[src/rtl/scl_spare_alloc_ctrl.sv]
// ============================================================================
// Module   : scl_spare_alloc_ctrl
// Purpose  : Round-robin allocator handing out spare-cell slots to requesters,
//            with an optional tie-low self-test that marks faulty slots.
// Options  : define SCL_SPARE_SELFTEST_EN to compile in the self-test FSM.
// Revision : 1.0 - initial release
// ============================================================================
`default_nettype none

module scl_spare_alloc_ctrl #(
    parameter  int NREQ  = 4,
    parameter  int NSLOT = 8,
    localparam int SW    = (NSLOT > 1) ? $clog2(NSLOT) : 1
) (
    input  logic             clk,
    input  logic             resetb,
    input  logic [NREQ-1:0]  req,
    input  logic [NREQ-1:0]  rel,
    output logic [NREQ-1:0]  gnt,
    output logic [SW-1:0]    gnt_slot,
    output logic [NSLOT-1:0] slot_busy,
    output logic             full,
    input  logic [NSLOT-1:0] spare_lo,
    input  logic             chk_start,
    output logic             chk_busy,
    output logic             chk_done,
    output logic [NSLOT-1:0] fail_map
);

    localparam int RW = (NREQ > 1) ? $clog2(NREQ) : 1;

    // Allocation state
    logic [NREQ-1:0]          gnt_q,       gnt_d;
    logic [SW-1:0]            gnt_slot_q,  gnt_slot_d;
    logic [NSLOT-1:0]         slot_busy_q, slot_busy_d;
    logic [NREQ-1:0]          own_vld_q,   own_vld_d;
    logic [NREQ-1:0][SW-1:0]  own_slot_q,  own_slot_d;
    logic [RW-1:0]            rr_q,        rr_d;

    // Self-test view seen by the allocator
    logic [NSLOT-1:0]         fail_map_w;
    logic                     chk_busy_w;
    logic                     chk_done_w;

    // Arbitration helpers
    logic [NSLOT-1:0]         avail_w;
    logic                     free_found_w;
    logic [SW-1:0]            free_idx_w;
    logic [NREQ-1:0]          elig_w;
    logic                     win_found_w;
    logic [RW-1:0]            win_idx_w;
    logic [RW:0]              cand_w;
    logic                     grant_go_w;

    // A holder never competes; a holder's req is simply ignored
    assign elig_w  = req & ~own_vld_q;
    assign avail_w = ~(slot_busy_q | fail_map_w);
    assign full    = ~|avail_w;

    // Lowest-index slot that is neither allocated nor marked faulty
    always_comb begin
        free_found_w = 1'b0;
        free_idx_w   = '0;
        for (int s = NSLOT - 1; s >= 0; s--) begin
            if (avail_w[s]) begin
                free_found_w = 1'b1;
                free_idx_w   = SW'(s);
            end
        end
    end

    // Round-robin search from rr; descending loop so the nearest candidate wins
    always_comb begin
        win_found_w = 1'b0;
        win_idx_w   = '0;
        cand_w      = '0;
        for (int k = NREQ - 1; k >= 0; k--) begin
            cand_w = {1'b0, rr_q} + (RW+1)'(k);
            if (cand_w >= (RW+1)'(NREQ)) begin
                cand_w = cand_w - (RW+1)'(NREQ);
            end
            if (elig_w[cand_w[RW-1:0]]) begin
                win_found_w = 1'b1;
                win_idx_w   = cand_w[RW-1:0];
            end
        end
    end

    // No grant while the slot pool is exhausted or a scan owns the bitmap
    assign grant_go_w = win_found_w & free_found_w & ~chk_busy_w;

    // Next-state: releases free slots now, grants claim a slot already free
    always_comb begin
        gnt_d       = '0;
        gnt_slot_d  = '0;
        slot_busy_d = slot_busy_q;
        own_vld_d   = own_vld_q;
        own_slot_d  = own_slot_q;
        rr_d        = rr_q;
        for (int i = 0; i < NREQ; i++) begin
            if (rel[i] && own_vld_q[i]) begin
                own_vld_d[i]                = 1'b0;
                slot_busy_d[own_slot_q[i]]  = 1'b0;
            end
        end
        if (grant_go_w) begin
            gnt_d[win_idx_w]      = 1'b1;
            gnt_slot_d            = free_idx_w;
            slot_busy_d[free_idx_w] = 1'b1;
            own_vld_d[win_idx_w]  = 1'b1;
            own_slot_d[win_idx_w] = free_idx_w;
            rr_d = (win_idx_w == RW'(NREQ - 1)) ? '0 : win_idx_w + 1'b1;
        end
    end

    // Allocation registers
    always_ff @(posedge clk or negedge resetb) begin
        if (!resetb) begin
            gnt_q       <= '0;
            gnt_slot_q  <= '0;
            slot_busy_q <= '0;
            own_vld_q   <= '0;
            own_slot_q  <= '0;
            rr_q        <= '0;
        end else begin
            gnt_q       <= gnt_d;
            gnt_slot_q  <= gnt_slot_d;
            slot_busy_q <= slot_busy_d;
            own_vld_q   <= own_vld_d;
            own_slot_q  <= own_slot_d;
            rr_q        <= rr_d;
        end
    end

`ifdef SCL_SPARE_SELFTEST_EN
    typedef enum logic [1:0] {
        ST_IDLE = 2'd0,
        ST_SCAN = 2'd1,
        ST_DONE = 2'd2
    } st_e;

    st_e              st_q;
    logic [SW-1:0]    idx_q;
    logic [NSLOT-1:0] fail_map_q;
    logic             chk_busy_q;
    logic             chk_done_q;

    // Self-test walk: one slot per cycle, only free slots are sampled
    always_ff @(posedge clk or negedge resetb) begin
        if (!resetb) begin
            st_q       <= ST_IDLE;
            idx_q      <= '0;
            fail_map_q <= '0;
            chk_busy_q <= 1'b0;
            chk_done_q <= 1'b0;
        end else begin
            case (st_q)
                ST_IDLE: begin
                    if (chk_start) begin
                        st_q       <= ST_SCAN;
                        idx_q      <= '0;
                        chk_busy_q <= 1'b1;
                    end
                end
                ST_SCAN: begin
                    if (!slot_busy_q[idx_q] && spare_lo[idx_q]) begin
                        fail_map_q[idx_q] <= 1'b1;
                    end
                    if (idx_q == SW'(NSLOT - 1)) begin
                        st_q       <= ST_DONE;
                        chk_busy_q <= 1'b0;
                        chk_done_q <= 1'b1;
                    end else begin
                        idx_q <= idx_q + 1'b1;
                    end
                end
                ST_DONE: begin
                    st_q       <= ST_IDLE;
                    chk_done_q <= 1'b0;
                end
                default: begin
                    st_q       <= ST_IDLE;
                    chk_busy_q <= 1'b0;
                    chk_done_q <= 1'b0;
                end
            endcase
        end
    end

    assign fail_map_w = fail_map_q;
    assign chk_busy_w = chk_busy_q;
    assign chk_done_w = chk_done_q;
`else
    // Self-test absent: inputs are intentionally sunk, outputs are constant
    logic w_unused_selftest;
    assign w_unused_selftest = ^{spare_lo, chk_start};
    assign fail_map_w = '0;
    assign chk_busy_w = 1'b0;
    assign chk_done_w = 1'b0;
`endif

    assign gnt       = gnt_q;
    assign gnt_slot  = gnt_slot_q;
    assign slot_busy = slot_busy_q;
    assign fail_map  = fail_map_w;
    assign chk_busy  = chk_busy_w;
    assign chk_done  = chk_done_w;

endmodule

`default_nettype wire

[config.mk]
export PLATFORM = sky130hd
export DESIGN_NAME = scl_spare_alloc_ctrl
export DESIGN_NICKNAME = d
export VERILOG_FILES = /design/src/rtl/scl_spare_alloc_ctrl.sv
export SDC_FILE = /design/constraint.sdc
export NUM_CORES = 1
export LEC_CHECK = 0
export ABC_CLOCK_PERIOD_IN_PS = 2600
export BUFFER_PORTS_ARGS = -buffer_cell sky130_fd_sc_hd__buf_4
export CORE_ASPECT_RATIO = 1.75
export CORE_UTILIZATION = 53
export DETAILED_ROUTE_END_ITERATION = 7
export PLACE_DENSITY_LB_ADDON = 0.08
export SLEW_MARGIN = 15
export SYNTH_ARGS = -nofsm -noshare
export SYNTH_HDL_FRONTEND = slang
export SYNTH_SLANG_ARGS = --single-unit
[constraint.sdc]
create_clock -name clk -period 2.6 [get_ports clk]
set_input_delay 0.78 -clock clk [delete_from_list [all_inputs] [get_ports clk]]
set_output_delay 0.78 -clock clk [all_outputs]
set_load 0.01 [all_outputs]
==> results of run 1 <==
==> per-layer routing <==
metal	vias up	global-route usage
li1	703	-
met1	732	0.288
met2	54	0.461
met3	17	0.0494
met4	0	0.131
met5	-	0
==> cells by family (layout without fill, tap and decap cells) <==
kind of cell,after synthesis,after routing,share of synthesized area
buf+inv,26,48,0.0845
simple gates,76,76,0.247
compound gates,33,33,0.127
fa+ha+maj,4,4,0.0268
flops,33,33,0.443
other cells,1,10,0.00201
mux,11,11,0.0698
==> layout by cell type, fill, tap and decap left out, types with 6 or more instances in the layout <==
cell      instances
a22o_1            6
buf_4            27
clkbuf_8          6
conb_1           10
dfrtp_1          33
inv_1             9
mux2_2            8
nand2_1          12
nand3_1           7
nor2_1            6
nor2b_1           8
nor3_1           11
o21ai_0           6
==> sequential cells by signal, summed over array words and instances (netlist names) <==
register    cells
own_slot_q     12
slot_busy       8
gnt             4
own_vld_q       4
gnt_slot        3
rr_q            2
==> metrics by stage <==
stage / hold WS [ns] / setup WS [ns] / utilization
global placement: 0.501 / 0.0584 / 0.609
CTS: 0.443 / 0.116 / 0.644
floorplan: 0.480 / 0.389 / -
detailed placement: 0.523 / -0.0345 / 0.609
finish: 0.426 / 0.113 / 0.644
global route: 0.461 / 0.0385 / 0.644
==> area by class of cell <==
type / instances / area (sq um) / area share
Tap cell: 45 / 56.3 / 0.0260
Inverter: 13 / 48.8 / 0.0225
Sequential cell: 33 / 826 / 0.381
Timing Repair Buffer: 27 / 203 / 0.0936
Clock buffer: 7 / 86.3 / 0.0399
Multi-Input combinational cell: 134 / 916 / 0.423
Clock inverter: 1 / 30.0 / 0.0139
==> worst max-delay path by stage <==
stage | end | slack, ns | from
after detailed placement | own_slot_q[10] | -0.03 | req[2]
final | full | 0.11 | slot_busy[1]
after global placement | own_slot_q[1] | 0.06 | req[2]
after CTS | full | 0.12 | slot_busy[1]
after global routing | full | 0.04 | slot_busy[1]
after floorplan | rr_q[0] | 0.39 | req[1]
==> power by group <==
part / leakage (nW) / switching [W] / internal, W / total (W)
Combinational: 0.539 / 0.000631 / 0.000633 / 0.00126
Sequential: 0.405 / 0.000298 / 0.000756 / 0.00105
Clock: 0.0585 / 0.000188 / 0.000312 / 0.000500
Total: 1.00 / 0.00112 / 0.00170 / 0.00282
==> flow_summary_export.csv, run 1 <==
group,metric,value,unit
outcome,outcome,"completed",
power_and_ir_drop,peakVddDrop,0.739,mV
routing,routed_wl,4480,um
timing,grt_setup_unrepaired,"false",
synthesis,async_reset_ff_frac,1.00,
worst_setup_path,cp_slowest_stage_delay,0.55,ns
floorplan,dieWidth,46.9,um
cells_and_area,syn2layout_area_growth,16.1,%
routing,wl_met2,2520,um
worst_setup_path,ff2ff_setup_slack,0.43,ns
job,maxCapViolCount,0,
clock_network,cts_root_buf,"clkbuf_8",
floorplan,io_pins,45,
worst_setup_path,critical_path_depth,4,
cells_and_area,final_area,2170,sq um
synthesis,ys_ff_latch,33,
worst_setup_path,crit_path_max_fanout,7,
routing,wl_per_cell,17.2,um
timing,maxSlewHeadroom,0.554,
timing,report.final.setup_viol,0,
clock_network,cts_buffer_depth,2,
global_route,grt_max_degree,34,
placement,routabilityCongestion,0.871,
cells_and_area,diodes,0,
global_route,grt_antenna_before_repair,0,
routing,drc,0,
global_route,grt_pass1_wl,7000,um
clock_network,path_clk_slew,0.07,ns
routing,num_vias,1506,
worst_setup_path,path_buf_inv,2,
routing,dr.max_layer_used,"met4",
worst_setup_path,r2r-end,"own_slot_q[0]",
synthesis,synth_common_cells,"dfrtp_1 (33), nand2_1 (12), nor3_1 (11), buf_4 (10), inv_1 (9)",
timing,period_minus_slack,2.49,ns
synthesis,netlist_instances,184,
routing,viasPerCell,5.79,
synthesis,avgSynthCellArea,10.1,sq um
global_route,grt.overflow.total,0,
timing,slew_viol_final,0,
placement,portBuffers,25,
synthesis,synthesis.area,1870,sq um
synthesis,synth_enable_flop_cells,0,
power_and_ir_drop,power,0.00282,W
routing,met1_length,1640,um
worst_setup_path,r2r_cells,7,
routing,firstDrtPassIters,4,
routing,antenna_left,0,
timing,period_share,0.957,
clock_network,cts_inserted_buffers,5,
worst_setup_path,slowest_stage,"or3_1",
synthesis,synthFlopType,"dfrtp_1",
floorplan,dieArea,3770,sq um
worst_setup_path,worstPathArrival,1.71,ns
synthesis,yosys.area.top_type,"dfrtp_1",
clock_network,cts_setup_buffers,0,
synthesis,ys_types,45,
power_and_ir_drop,p_leak,1.00,nW
synthesis,ys_warn_count,0,
synthesis,yosysSeqAreaShare,0.443,
timing,finalHoldViolCount,0,
cells_and_area,stdcell_count,260,
timing,setup_tns,0,ns
worst_setup_path,crit_path_end_kind,"output port",
timing,tightest_slew,0.666,ns
timing,clock.fmax,402,MHz
floorplan,core,3360,sq um
placement,dpl.cell_count,252,
synthesis,synth_area_leaders,"dfrtp_1 (44%), mux2_2 (4.8%), buf_4 (4.0%)",
floorplan,initial_core_util,0.555,
clock_network,cts_tree,"done",
clock_network,post_cts_resize_count,0,
worst_setup_path,cp-start-kind,"register",
worst_setup_path,path_delay_family,"simple AND/OR/NAND/NOR gates",
placement,placed_area,2050,sq um
timing,clock_skew,0.0102,ns
worst_setup_path,worstReg2RegStart,"own_vld_q[2]",
global_route,grt_pass1_vias,1488,
floorplan,die_h,80.5,um
power_and_ir_drop,power_density,1300,nW/um^2
clock_network,h-tree-depth,2,
worst_hold_path,hold_class,"input port to asynchronous set/reset pin",
cells_and_area,fillers,312,
worst_setup_path,setup.worst_path.class,"register to output port",
clock_network,cts_sinks,33,
cells_and_area,drive_gt1_frac,0.265,
clock_network,postCtsHoldBufs,0,
floorplan,rows,28,
routing,drtIter0Drc,64,
cells_and_area,num-nets-final,237,
synthesis,yosys.cell_count.top_type,"dfrtp_1",
routing,route.met3.wl,177,um
placement,dpl.hpwl,3390,um
global_route,grt_usage,0.265,
worst_setup_path,crit_required,1.82,ns
clock_network,clock_latency,0.29,ns
synthesis,synth_top_area_frac,0.443,
worst_setup_path,cp_cell_sequence,"nand4_2, or3_1, inv_1, buf_4",
Power figures use the tool's default switching activity.
==> run 2, diff against run 1 <==
--- a/config.mk
+++ b/config.mk
@@ -10,7 +10,8 @@
 export CORE_ASPECT_RATIO = 1.75
 export CORE_UTILIZATION = 53
 export DETAILED_ROUTE_END_ITERATION = 7
-export PLACE_DENSITY_LB_ADDON = 0.08
+export PLACE_DENSITY = 0.75
+export SETUP_SLACK_MARGIN = 0.02
 export SLEW_MARGIN = 15
 export SYNTH_ARGS = -nofsm -noshare
 export SYNTH_HDL_FRONTEND = slang
==> run 2 against run 1 <==
Against the previous run: routed wire length down 5.4%; global-route usage down 0.81 points; final area down 0.69%; count of clock-buffer cells in the layout unchanged; via count down 1.8%; highest routed layer unchanged.
==> flow_summary_export.csv, run 2 (synthesis gave the netlist of run 1 again) <==
group,metric,value,unit
outcome,outcome,"completed",
worst_setup_path,worstPathArrival,1.70,ns
cells_and_area,fillers,319,
worst_setup_path,crit_required,1.82,ns
floorplan,rows,28,
cells_and_area,top_register,"own_slot_q",
clock_network,cts_inserted_buffers,5,
floorplan,dieWidth,46.9,um
cells_and_area,largest_reg_flops,12,
floorplan,initial_core_util,0.555,
power_and_ir_drop,swShare,0.392,
clock_network,cts_sinks,33,
floorplan,die_h,80.5,um
cells_and_area,layout_common_cells,"dfrtp_1 (33), buf_4 (25), nand2_1 (12)",
routing,drtIter0Drc,47,
timing,period_minus_slack,2.48,ns
timing,whs,0.437,ns
routing,num_vias,1479,
cells_and_area,mostFrequentLayoutCell,"dfrtp_1",
clock_network,h-tree-depth,2,
worst_setup_path,setup.worst_path.class,"register to output port",
cells_and_area,diodes,0,
clock_network,postCtsHoldBufs,0,
routing,antenna_left,0,
timing,maxSlewHeadroom,0.405,
worst_setup_path,r2r-end,"own_slot_q[0]",
global_route,grt.overflow.total,0,
cells_and_area,num-nets-final,235,
placement,routabilityCongestion,0.840,
worst_setup_path,cp-start-kind,"register",
power_and_ir_drop,p_leak,0.993,nW
clock_network,clock_latency,0.28,ns
worst_setup_path,ff2ff_setup_slack,0.52,ns
timing,clock.fmax,403,MHz
cells_and_area,syn2layout_area_growth,15.3,%
cells_and_area,drive_gt1_frac,0.258,
clock_network,cts_buffer_depth,2,
timing,tightest_slew,0.885,ns
global_route,grt_antenna_before_repair,0,
worst_setup_path,worstReg2RegStart,"own_vld_q[0]",
power_and_ir_drop,p_switching,0.00108,W
worst_setup_path,crit_path_end_kind,"output port",
power_and_ir_drop,seq_power_share,0.384,
timing,slew_viol_final,0,
clock_network,post_cts_resize_count,0,
global_route,grt_pass1_vias,1395,
timing,period_share,0.955,
timing,report.final.setup_viol,0,
worst_setup_path,crit_path_max_fanout,7,
floorplan,dieArea,3770,sq um
timing,setup_tns,0,ns
floorplan,io_pins,45,
power_and_ir_drop,power_density,1280,nW/um^2
placement,dpl.hpwl,3190,um
timing,clock_skew,0.00470,ns
routing,wl_per_cell,16.4,um
routing,viasPerCell,5.73,
timing,grt_setup_unrepaired,"false",
clock_network,cts_tree,"done",
power_and_ir_drop,pwr-share-clk,0.178,
routing,firstDrtPassIters,4,
placement,portBuffers,25,
power_and_ir_drop,p_int,0.00167,W
power_and_ir_drop,power,0.00275,W
routing,drc,0,
global_route,grt_max_degree,34,
worst_hold_path,hold_class,"input port to asynchronous set/reset pin",
clock_network,cts_root_buf,"clkbuf_8",
job,maxCapViolCount,0,
timing,finalHoldViolCount,0,
worst_setup_path,r2r_cells,7,
global_route,grt_pass1_wl,6760,um
clock_network,path_clk_slew,0.07,ns
routing,routed_wl,4230,um
power_and_ir_drop,p_comb_frac,0.437,
global_route,grt_usage,0.257,
floorplan,core,3360,sq um
power_and_ir_drop,peakVddDrop,0.838,mV
clock_network,cts_setup_buffers,0,
-- run 2: changes by cell type in the layout (fill, tap and decap cells not counted) --
cell,delta
buf_4,-2
-- run 2: area by class of cell --
| type | count | area, sq um | share of cell area |
|---|---|---|---|
| Clock buffer | 7 | 86.3 | 0.0401 |
| Clock inverter | 1 | 30.0 | 0.0140 |
| Inverter | 13 | 48.8 | 0.0227 |
| Multi-Input combinational cell | 134 | 916 | 0.426 |
| Sequential cell | 33 | 826 | 0.384 |
| Tap cell | 45 | 56.3 | 0.0262 |
| Timing Repair Buffer | 25 | 188 | 0.0873 |
-- run 2: metrics by stage --
stage / util / instances / setup WS, ns / cell area (sq um)
floorplan: - / 193 / 0.389 / 1900
global placement: 0.605 / 250 / 0.113 / 2030
detailed placement: 0.605 / 250 / 0.0439 / 2030
CTS: 0.640 / 258 / 0.117 / 2150
global route: 0.640 / 258 / 0.0235 / 2150
finish: 0.640 / 258 / 0.118 / 2150
-- run 2: layer usage --
layer / global-route usage / vias up / part of all wire
li1: - / 699 / -
met1: 0.301 / 727 / 0.38
met2: 0.417 / 40 / 0.55
met3: 0.0449 / 13 / 0.028
met4: 0.151 / 0 / 0.043
met5: 0 / - / 0
-- run 2: power groups by stage --
stage	Combinational, W	Clock [W]	Sequential, W
floorplan	0.000817	0	0.00103
global placement	0.00116	0	0.00103
detailed placement	0.00120	0	0.00106
CTS	0.00121	0.000503	0.00105
global route	0.00134	0.000524	0.00110
finish	0.00120	0.000491	0.00106
-- run 2: how the worst max path moves through the flow --
stage,start,end,cells past startpoint
final,slot_busy[1],full,4
after CTS,slot_busy[1],full,4
after floorplan,req[1],rr_q[0],6
after global placement,req[2],own_slot_q[9],9
after global routing,slot_busy[0],full,4
after detailed placement,req[2],own_slot_q[9],9
-- run 2: critical path, stage by stage, from the launching register on --
cell,delay (ns)
dfrtp_1,0.48
nand4_2,0.18
or3_1,0.54
inv_1,0.10
buf_4,0.12
==> run 3, diff against run 2 <==
--- a/config.mk
+++ b/config.mk
@@ -8,9 +8,10 @@
 export ABC_CLOCK_PERIOD_IN_PS = 2600
 export BUFFER_PORTS_ARGS = -buffer_cell sky130_fd_sc_hd__buf_4
 export CORE_ASPECT_RATIO = 1.75
-export CORE_UTILIZATION = 53
+export CORE_UTILIZATION = 45
 export DETAILED_ROUTE_END_ITERATION = 7
-export PLACE_DENSITY = 0.75
+export HOLD_SLACK_MARGIN = 0.02
+export PLACE_DENSITY = 0.65
 export SETUP_SLACK_MARGIN = 0.02
 export SLEW_MARGIN = 15
 export SYNTH_ARGS = -nofsm -noshare
==> run 3 against run 2 <==
Against the previous run: clock skew is 0.0012 ns lower; worst hold slack worse by 0.010 ns; total power is 4.1% lower; largest power group unchanged.
==> flow_summary_export.csv, run 3 (synthesis gave the netlist of run 1 again) <==
group,metric,value,unit
outcome,outcome,"completed",
routing,wl_per_cell,17.2,um
power_and_ir_drop,power_density,1240,nW/um^2
placement,dpl.hpwl,3370,um
routing,routed_wl,4480,um
timing,grt_setup_unrepaired,"false",
cells_and_area,drive_gt1_frac,0.272,
worst_setup_path,crit_required,1.82,ns
clock_network,h-tree-depth,2,
global_route,grt_pass1_wl,7340,um
clock_network,cts_buffer_depth,2,
clock_network,cts_inserted_buffers,5,
power_and_ir_drop,power,0.00264,W
global_route,grt_antenna_before_repair,0,
timing,whs,0.426,ns
placement,routabilityCongestion,0.951,
floorplan,io_pins,45,
cells_and_area,top_register,"own_slot_q",
power_and_ir_drop,peakVddDrop,0.691,mV
worst_setup_path,crit_path_end_kind,"output port",
timing,setup_ws,0.117,ns
global_route,grt.overflow.total,0,
timing,clock.fmax,403,MHz
routing,firstDrtPassIters,4,
worst_setup_path,worstPathArrival,1.70,ns
cells_and_area,layout_common_cells,"dfrtp_1 (31), buf_4 (27), nand2_1 (12)",
floorplan,dieWidth,50.7,um
job,maxCapViolCount,0,
timing,period_share,0.955,
timing,slew_viol_final,0,
timing,finalHoldViolCount,0,
routing,num_vias,1488,
global_route,grt_pass1_vias,1551,
worst_setup_path,setup.worst_path.class,"register to output port",
cells_and_area,largest_reg_flops,12,
floorplan,dieArea,4420,sq um
worst_setup_path,cp-start-kind,"register",
clock_network,cts_tree,"done",
routing,drc,0,
floorplan,initial_core_util,0.478,
cells_and_area,syn2layout_area_growth,14.2,%
timing,period_minus_slack,2.48,ns
placement,dp_slack,0.0798,ns
routing,drtIter0Drc,37,
routing,antenna_left,0,
cells_and_area,mostFrequentLayoutCell,"dfrtp_1",
placement,portBuffers,25,
timing,tightest_slew,0.645,ns
timing,setup_tns,0,ns
floorplan,rows,30,
floorplan,core,3900,sq um
clock_network,cts_root_buf,"clkbuf_8",
cells_and_area,diodes,0,
clock_network,clock_latency,0.29,ns
clock_network,path_clk_slew,0.06,ns
timing,clock_skew,0.00348,ns
worst_hold_path,hold_class,"input port to asynchronous set/reset pin",
worst_setup_path,crit_path_max_fanout,7,
cells_and_area,fin_util,0.546,
timing,report.final.setup_viol,0,
global_route,grt_max_degree,34,
power_and_ir_drop,p_leak,0.982,nW
floorplan,die_h,87.2,um
clock_network,cts_sinks,33,
global_route,grt_usage,0.231,
routing,viasPerCell,5.70,
cells_and_area,num-nets-final,237,
timing,maxSlewHeadroom,0.568,
[run 3: changes by cell type in the layout (fill, tap and decap cells not counted), sizes merged]
cell / previous run / this run
clkbuf: 7 / 5
bufinv: 1 / 0
buf: 25 / 27
clkinv: 0 / 1
[run 3: final timing paths]
kind,slack [ns],cells after the start,end,start
max in group asynchronous,1.84,1,slot_busy[1],resetb
max,0.12,4,full,slot_busy[3]
max reg2reg,0.49,8,own_slot_q[9],own_vld_q[0]
min,0.43,1,slot_busy[4],resetb
min in group clk,0.52,1,own_slot_q[2],own_slot_q[2]
min reg2reg,0.52,1,own_slot_q[2],own_slot_q[2]
[run 3: repair_timing]
| action | 4_1_cts | 5_1_grt |
|---|---|---|
| setup buffers | 0 | 0 |
| endpoints found under the setup margin | 0 | 1 |
| hold buffers | 0 | 0 |
| resized for setup | 0 | 2 |
[run 3: layer usage]
layer | part of all wire | vias to the layer above | wire (um) | global-route usage
met2 | 0.54 | 38 | 2410 | 0.407
met5 | 0 | - | 0 | 0
met3 | 0.033 | 14 | 146 | 0.0471
met4 | 0.047 | 0 | 212 | 0.159
met1 | 0.38 | 735 | 1710 | 0.238
li1 | - | 701 | - | -
[run 3: cell type report]
class                      instances  area, sq um
sequential                        33          828
tap                               48         60.1
clock buffer                       5         68.8
multi-input combinational        134          916
clock inverter                     1         5.00
timing repair buffer              27          203
inverter                          13         48.8
fill                             364         1770
[run 3: critical path, cell delays in order, from the launching register on]
cell and delay (ns):
dfrtp_1 0.46, nand4_2 0.17, or3_1 0.55, inv_1 0.12
buf_4 0.12
[run 3: per-stage QoR]
step,cells,area (sq um)
after floorplan,193,1900
after global placement,255,2050
after detailed placement,255,2050
after CTS,261,2130
after global routing,261,2130
final,261,2130
[run 3: report_power, final]
| part | internal (W) | total (W) | switching [W] |
|---|---|---|---|
| combinational | 0.000625 | 0.00124 | 0.000611 |
| sequential | 0.000759 | 0.00105 | 0.000295 |
| clock | 0.000176 | 0.000350 | 0.000174 |
| total | 0.00156 | 0.00264 | 0.00108 |
